## config.mk

```make
export PLATFORM = sky130hd
export DESIGN_NAME = time_display_scan
export DESIGN_NICKNAME = d
export VERILOG_FILES = /design/src/rtl/time_display_pkg.sv /design/src/rtl/time_display_scan_seg7_decode.sv /design/src/rtl/time_display_scan.sv
export SDC_FILE = /design/constraint.sdc
export NUM_CORES = 1
export LEC_CHECK = 0
export ABC_AREA = 1
export CAP_MARGIN = 20
export CORE_MARGIN = 2
export CORE_UTILIZATION = 55
export DETAILED_ROUTE_END_ITERATION = 7
export PLACE_DENSITY = 0.81
export SLEW_MARGIN = 20
export SYNTH_ARGS = -nofsm -noshare
export SYNTH_HDL_FRONTEND = slang
export SYNTH_SLANG_ARGS = --single-unit
```

## constraint.sdc

```tcl
create_clock -name CP_1kHz -period 2.69 [get_ports CP_1kHz]
set_input_delay 0.807 -clock CP_1kHz [delete_from_list [all_inputs] [get_ports CP_1kHz]]
set_output_delay 0.807 -clock CP_1kHz [all_outputs]
set_load 0.02 [all_outputs]
```

## src/rtl/time_display_pkg.sv

```systemverilog
// Shared constants for the time display scanner: display codes, digit
// positions, the 7-segment pattern table and the frame snapshot type.
package time_display_pkg;

  localparam logic [3:0] CODE_A     = 4'd10;
  localparam logic [3:0] CODE_P     = 4'd11;
  localparam logic [3:0] CODE_M     = 4'd12;
  localparam logic [3:0] CODE_BLANK = 4'd13;
  localparam logic [3:0] CODE_DASH  = 4'd14;

  // Digit positions, left to right
  localparam logic [2:0] DIG_TD1   = 3'd0;
  localparam logic [2:0] DIG_TD2   = 3'd1;
  localparam logic [2:0] DIG_HR_T  = 3'd2;
  localparam logic [2:0] DIG_HR_O  = 3'd3;
  localparam logic [2:0] DIG_MIN_T = 3'd4;
  localparam logic [2:0] DIG_MIN_O = 3'd5;
  localparam logic [2:0] DIG_SEC_T = 3'd6;
  localparam logic [2:0] DIG_SEC_O = 3'd7;

  // Active-high {g,f,e,d,c,b,a} per code; 13 and 15 are dark
  localparam logic [6:0] SEG_TABLE [16] = '{
    7'h3F, 7'h06, 7'h5B, 7'h4F, 7'h66, 7'h6D, 7'h7D, 7'h07,
    7'h7F, 7'h6F, 7'h77, 7'h73, 7'h37, 7'h00, 7'h40, 7'h00
  };

  typedef struct packed {
    logic [4:0] hours;
    logic [5:0] minutes;
    logic [5:0] seconds;
    logic [3:0] td1;
    logic [3:0] td2;
  } snap_t;

  localparam snap_t SNAP_RST = '{hours: 5'd0, minutes: 6'd0, seconds: 6'd0,
                                 td1: CODE_BLANK, td2: CODE_BLANK};

  // Binary to {tens, ones}; anything above max shows as two dashes
  function automatic logic [7:0] bcd2(input logic [5:0] v, input logic [5:0] max);
    if (v > max) return {CODE_DASH, CODE_DASH};
    return {4'(v / 6'd10), 4'(v % 6'd10)};
  endfunction

endpackage

```

## src/rtl/time_display_scan_seg7_decode.sv

```systemverilog
// 4-bit display code to active-high 7-segment pattern. Pin polarity is
// handled by the caller.
import time_display_pkg::*;

module seg7_decode (
  input  logic [3:0] code_i,
  output logic [6:0] pat_o
);
  assign pat_o = SEG_TABLE[code_i];
endmodule

```

## src/rtl/time_display_scan.sv

```systemverilog
// 8-digit multiplexed 7-segment driver for the clock datapath.
// Snapshots the time once per frame, scans one digit per DWELL_CYCLES slot
// with a leading blank clock against ghosting, and registers the pins.
// Optional: define TIME_DISPLAY_BLINK_EN to blink the field being adjusted.
import time_display_pkg::*;

module time_display_scan #(
  parameter int DWELL_CYCLES      = 4,
  parameter int SEG_ACTIVE_LOW    = 1,
  parameter int BLINK_HALF_PERIOD = 250
) (
  input  logic       CP_1kHz,
  input  logic       _CR,
  input  logic [4:0] hours,
  input  logic [5:0] minutes,
  input  logic [5:0] seconds,
  input  logic [3:0] time_display_1,
  input  logic [3:0] time_display_2,
  input  logic       hour_adj,
  input  logic       min_adj,
  output logic [7:0] seg,
  output logic [7:0] dig_sel
);

  localparam int            DW         = (DWELL_CYCLES > 1) ? $clog2(DWELL_CYCLES) : 1;
  localparam logic [DW-1:0] DWELL_LAST = DW'(DWELL_CYCLES - 1);

  logic [DW-1:0] dwell_q, dwell_d;
  logic [2:0]    idx_q, idx_d;
  logic          frame_end;
  snap_t         snap_q;
  logic [7:0]    hr_bcd, min_bcd, sec_bcd;
  logic [3:0]    code;
  logic [6:0]    pat;
  logic [7:0]    seg_q, seg_d, dig_q, dig_d;
  logic          blank_hr, blank_min;

  assign frame_end = (idx_q == DIG_SEC_O) && (dwell_q == DWELL_LAST);

  // Dwell/slot counter next state; slot wraps 7 -> 0 naturally in 3 bits
  always_comb begin
    dwell_d = dwell_q + 1'b1;
    idx_d   = idx_q;
    if (dwell_q == DWELL_LAST) begin
      dwell_d = '0;
      idx_d   = idx_q + 3'd1;
    end
  end

  // Scan position registers
  always_ff @(posedge CP_1kHz or negedge _CR) begin
    if (!_CR) begin
      dwell_q <= '0;
      idx_q   <= '0;
    end else begin
      dwell_q <= dwell_d;
      idx_q   <= idx_d;
    end
  end

  // Capture all inputs together at frame end so a frame never tears
  always_ff @(posedge CP_1kHz or negedge _CR) begin
    if (!_CR)           snap_q <= SNAP_RST;
    else if (frame_end) snap_q <= '{hours: hours, minutes: minutes, seconds: seconds,
                                    td1: time_display_1, td2: time_display_2};
  end

`ifdef TIME_DISPLAY_BLINK_EN
  localparam int BW = (BLINK_HALF_PERIOD > 1) ? $clog2(BLINK_HALF_PERIOD) : 1;

  logic [BW-1:0] blink_cnt_q;
  logic          phase_on_q, hadj_q, madj_q;

  // Blink half-period counter and phase; starts in the visible phase
  always_ff @(posedge CP_1kHz or negedge _CR) begin
    if (!_CR) begin
      blink_cnt_q <= '0;
      phase_on_q  <= 1'b1;
    end else if (blink_cnt_q == BW'(BLINK_HALF_PERIOD - 1)) begin
      blink_cnt_q <= '0;
      phase_on_q  <= ~phase_on_q;
    end else begin
      blink_cnt_q <= blink_cnt_q + 1'b1;
    end
  end

  // Adjust flags travel with the rest of the snapshot
  always_ff @(posedge CP_1kHz or negedge _CR) begin
    if (!_CR) begin
      hadj_q <= 1'b0;
      madj_q <= 1'b0;
    end else if (frame_end) begin
      hadj_q <= hour_adj;
      madj_q <= min_adj;
    end
  end

  assign blank_hr  = hadj_q && !phase_on_q;
  assign blank_min = madj_q && !phase_on_q;
`else
  logic unused_blink;
  assign unused_blink = ^{hour_adj, min_adj, (BLINK_HALF_PERIOD > 0)};
  assign blank_hr     = 1'b0;
  assign blank_min    = 1'b0;
`endif

  assign hr_bcd  = bcd2({1'b0, snap_q.hours}, 6'd23);
  assign min_bcd = bcd2(snap_q.minutes, 6'd59);
  assign sec_bcd = bcd2(snap_q.seconds, 6'd59);

  // Pick the display code for the current slot, applying blink blanking
  always_comb begin
    code = CODE_BLANK;
    case (idx_q)
      DIG_TD1:   code = snap_q.td1;
      DIG_TD2:   code = snap_q.td2;
      DIG_HR_T:  code = blank_hr  ? CODE_BLANK : hr_bcd[7:4];
      DIG_HR_O:  code = blank_hr  ? CODE_BLANK : hr_bcd[3:0];
      DIG_MIN_T: code = blank_min ? CODE_BLANK : min_bcd[7:4];
      DIG_MIN_O: code = blank_min ? CODE_BLANK : min_bcd[3:0];
      DIG_SEC_T: code = sec_bcd[7:4];
      DIG_SEC_O: code = sec_bcd[3:0];
      default:   code = CODE_BLANK;
    endcase
  end

  seg7_decode u_dec (
    .code_i (code),
    .pat_o  (pat)
  );

  // Dwell 0 is dark on every slot; otherwise light one digit with separators on 3 and 5
  always_comb begin
    seg_d = '0;
    dig_d = '0;
    if (dwell_q != '0) begin
      dig_d = 8'b1 << idx_q;
      seg_d = {(idx_q == DIG_HR_O) || (idx_q == DIG_MIN_O), pat};
    end
  end

  // Registered, active-high internal outputs
  always_ff @(posedge CP_1kHz or negedge _CR) begin
    if (!_CR) begin
      seg_q <= '0;
      dig_q <= '0;
    end else begin
      seg_q <= seg_d;
      dig_q <= dig_d;
    end
  end

  assign seg     = (SEG_ACTIVE_LOW != 0) ? ~seg_q : seg_q;
  assign dig_sel = (SEG_ACTIVE_LOW != 0) ? ~dig_q : dig_q;

endmodule

```

==> results.py <==
metrics = {
    "run_status": {
        "outcome": "complete, no violations",
    },
    "synthesis": {
        "seq_area_frac_synth_pct": 37.81,
        "synth_edf_count": 0,
        "syn_area_per_cell_um2": 7.622,
        "async_reset_ff_share_pct": 100.0,
        "yosysWarnings": 0,
        "yosysTopAreaCell": "dfrtp_1",
        "synth_ff_type": "dfrtp_1",
        "synth_nets": 450,
        "synth.distinct_cells": 33,
        "ys_ff_latch": 46,
        "synth_top_area_share_pct": 32.67,
        "syn_area_mm2": 0.003064,
        "synth.area.top_cells": "dfrtp_1 (33%), nand2_1 (8.9%), inv_1 (8.1%)",
        "syn-instance-count": 402,
    },
    "layout": {
        "diodes": 0,
        "layout-drive-gt1-share_pct": 29.09,
        "layout_common_cells": "nand2_1 (64), inv_1 (61), clkdlybuf4s50_1 (41), nor2_1 (40), dfrtp_1 (38)",
        "num-nets-final": 518,
        "final_common_cell": "nand2_1",
        "final_util_pct": 74.07,
        "layoutNonFillerInstCount": 543,
        "syn2layout_area_growth_pct": 31.48,
    },
    "drt": {
        "route.detailed.drc": 0,
        "vias": 2759,
        "drt-pass1-iter-count": 4,
        "antenna_left": 0,
        "drtIter0Drc": 154,
        "totalWireLength_mm": 6.718,
        "vias_per_cell": 5.081,
        "wl_per_cell_um": 12.37,
    },
    "global_routing": {
        "first_global_vias": 2603,
        "grt-ovfl-total": 0,
        "grt_max_degree": 31,
        "track_usage_pct": 22.07,
        "grt_pass1_wl_mm": 10.95,
        "antenna_found_initial": 0,
    },
    "placed_design": {
        "placed_cells": 521,
        "hpwl_mm": 4.930,
        "port_buffers": 42,
        "gp_congestion": 0.8924,
    },
    "clock_network": {
        "clock_latency_ns": 0.30,
        "cts_tree": "yes",
        "h-tree-depth": 2,
        "cts-root-buf": "clkbuf_8",
        "clkSinkCount": 46,
        "cts_buffer_depth": 2,
        "numCtsBuffers": 5,
        "clkTransAtPathRegs_ns": 0.09,
    },
    "sta": {
        "drv_slew": 0,
        "hold_viol": 0,
        "tightest_slew_ns": 0.4996,
        "slew_headroom_pct": 66.69,
        "period_minus_slack_ns": 2.615,
        "fmax_mhz": 382.4,
        "fin_worst_skew_ns": 0.007546,
        "setup_viol": 0,
        "period_share_pct": 97.22,
        "whs_ns": 0.4616,
    },
    "pwr": {
        "clkPwrFrac_pct": 27.6,
        "power_frac_comb_pct": 25.9,
        "power_switching_uw": 490.0,
        "switching_share_pct": 30.97,
        "power_uw": 1582,
        "leakage_uw": 0.002011,
        "ir_worst_vdd_v": 0.0002690,
        "p_per_area_mw_per_mm2": 392.7,
        "p_seq_share_pct": 46.5,
        "internal_power_uw": 1092,
    },
    "critical_path": {
        "critPathRequiredTime_ns": 2.94,
        "rr_worst_depth": 20,
        "criticalPathCategory": "register to register",
        "crit_fanout": 5,
        "start_kind": "register",
        "worstSetupEndpointType": "register",
        "worstPathArrival_ns": 2.86,
    },
    "hold_path": {
        "min_path_type": "input port to asynchronous set/reset pin",
    },
    "floorplan": {
        "die_area_mm2": 0.006184,
        "initial_core_util_pct": 56.34,
        "die_w_um": 78.64,
        "ios": 45,
        "die_h_um": 78.64,
        "row_count": 27,
        "coreArea_mm2": 0.005439,
    },
    "flow_run": {
        "maxCapViolations": 0,
    },
}
==> per-layer routing <==
layer	track usage, %	vias up	share of wire, %
li1	-	1396	-
met1	27.35	1280	42
met2	39.40	69	52
met4	6.842	0	1.8
met5	0	-	0
met3	3.333	14	4.2
==> through the flow <==
step / cell area (µm²) / setup WS (ns) / setup TNS, ns
floorplan: 3064 / 0.2109 / 0
global placement: 3655 / 0.1223 / 0
detailed placement: 3655 / 0.08021 / 0
CTS: 3746 / 0.04276 / 0
global route: 4029 / -0.1038 / -0.3281
finish: 4029 / 0.07466 / 0
==> cell type report <==
type / instances / area, µm²
clock buffer: 5 / 68.82
clock inverter: 3 / 22.52
fill: 399 / 1410
inverter: 76 / 290.3
multi-input combinational: 274 / 1768
sequential: 46 / 1161
tap: 72 / 90.09
timing repair buffer: 67 / 628.1
==> synthesized netlist by cell type, types with 2 or more instances <==
master	n
a21oi_1	23
nor2_2	4
dfrtp_1	40
nand2_4	5
inv_1	66
or2_2	2
mux2_2	11
nand2_1	73
nand3_1	37
o21ai_1	6
a21oi_2	2
clkbuf_1	6
nand4_1	3
inv_2	8
o21ai_2	2
nand2_2	16
nand3b_1	3
nand3_2	5
nor2_1	45
dfstp_2	6
o21ai_0	5
ha_1	19
nor3_1	5
==> power groups by stage <==
stage | logic [µW] | clock network, µW | registers (µW)
after floorplan | 223 | 0 | 743
after global placement | 312 | 0 | 747
after detailed placement | 323 | 0 | 748
after CTS | 325 | 448 | 735
after global routing | 458 | 478 | 740
final | 410 | 436 | 736
==> sequential cells by signal, indices dropped and copies added (netlist names) <==
name and flops:
dig_q 8, dwell_q 2, seg_q 8, idx_q 3, snap_q 25
==> worst max-delay path, cell delays in order, from the launching register on <==
cell and delay [ns]:
dfrtp_1 0.40, inv_2 0.10, ha_4 0.21, inv_2 0.05, nand2_2 0.05, nand2_4 0.09
nor2_2 0.05, o21ai_2 0.17, nand3_2 0.12, nand2_4 0.08, nand2_4 0.06, a21oi_2 0.15
nand3b_1 0.13, nor2_4 0.28, inv_2 0.10, ha_4 0.18, nand3_1 0.11, nand2_1 0.07
nand2_1 0.06, nand2_1 0.05, inv_1 0.04
==> final timing paths <==
| kind | slack, ns | startpoint | to |
|---|---|---|---|
| setup / recovery | 0.07 | snap_q[18] | seg_q[5] |
| hold / removal | 0.46 | _CR | snap_q[20] |
| setup reg to reg | 0.07 | snap_q[18] | seg_q[5] |
| hold reg to reg | 0.47 | dwell_q[0] | dwell_q[0] |
| max in group asynchronous | 1.66 | _CR | snap_q[6] |
| min in group CP_1kHz | 0.47 | dwell_q[0] | dwell_q[0] |
==> timing repair <==
action | 4_1_cts | 5_1_grt
hold buffers | 0 | 0
endpoints found under the setup margin | 0 | 7
setup buffers | 0 | 14
resized for setup | 0 | 48
hold endpoints to repair | 0 | 0
==> logic make-up (layout without fill, tap and decap cells) <==
logic type	after synthesis	in the layout	synth area share, %
buffers and inverters	82	151	10.17
multiplexers	11	11	4.043
adder cells (fa/ha/maj)	19	19	7.758
AND/OR/NAND/NOR	200	200	31.85
AO/OA/AOI/OAI	43	43	8.085
XOR/XNOR	1	1	0.2859
flip-flops	46	46	37.81
Note: power is estimated with default switching activity, not from simulation.
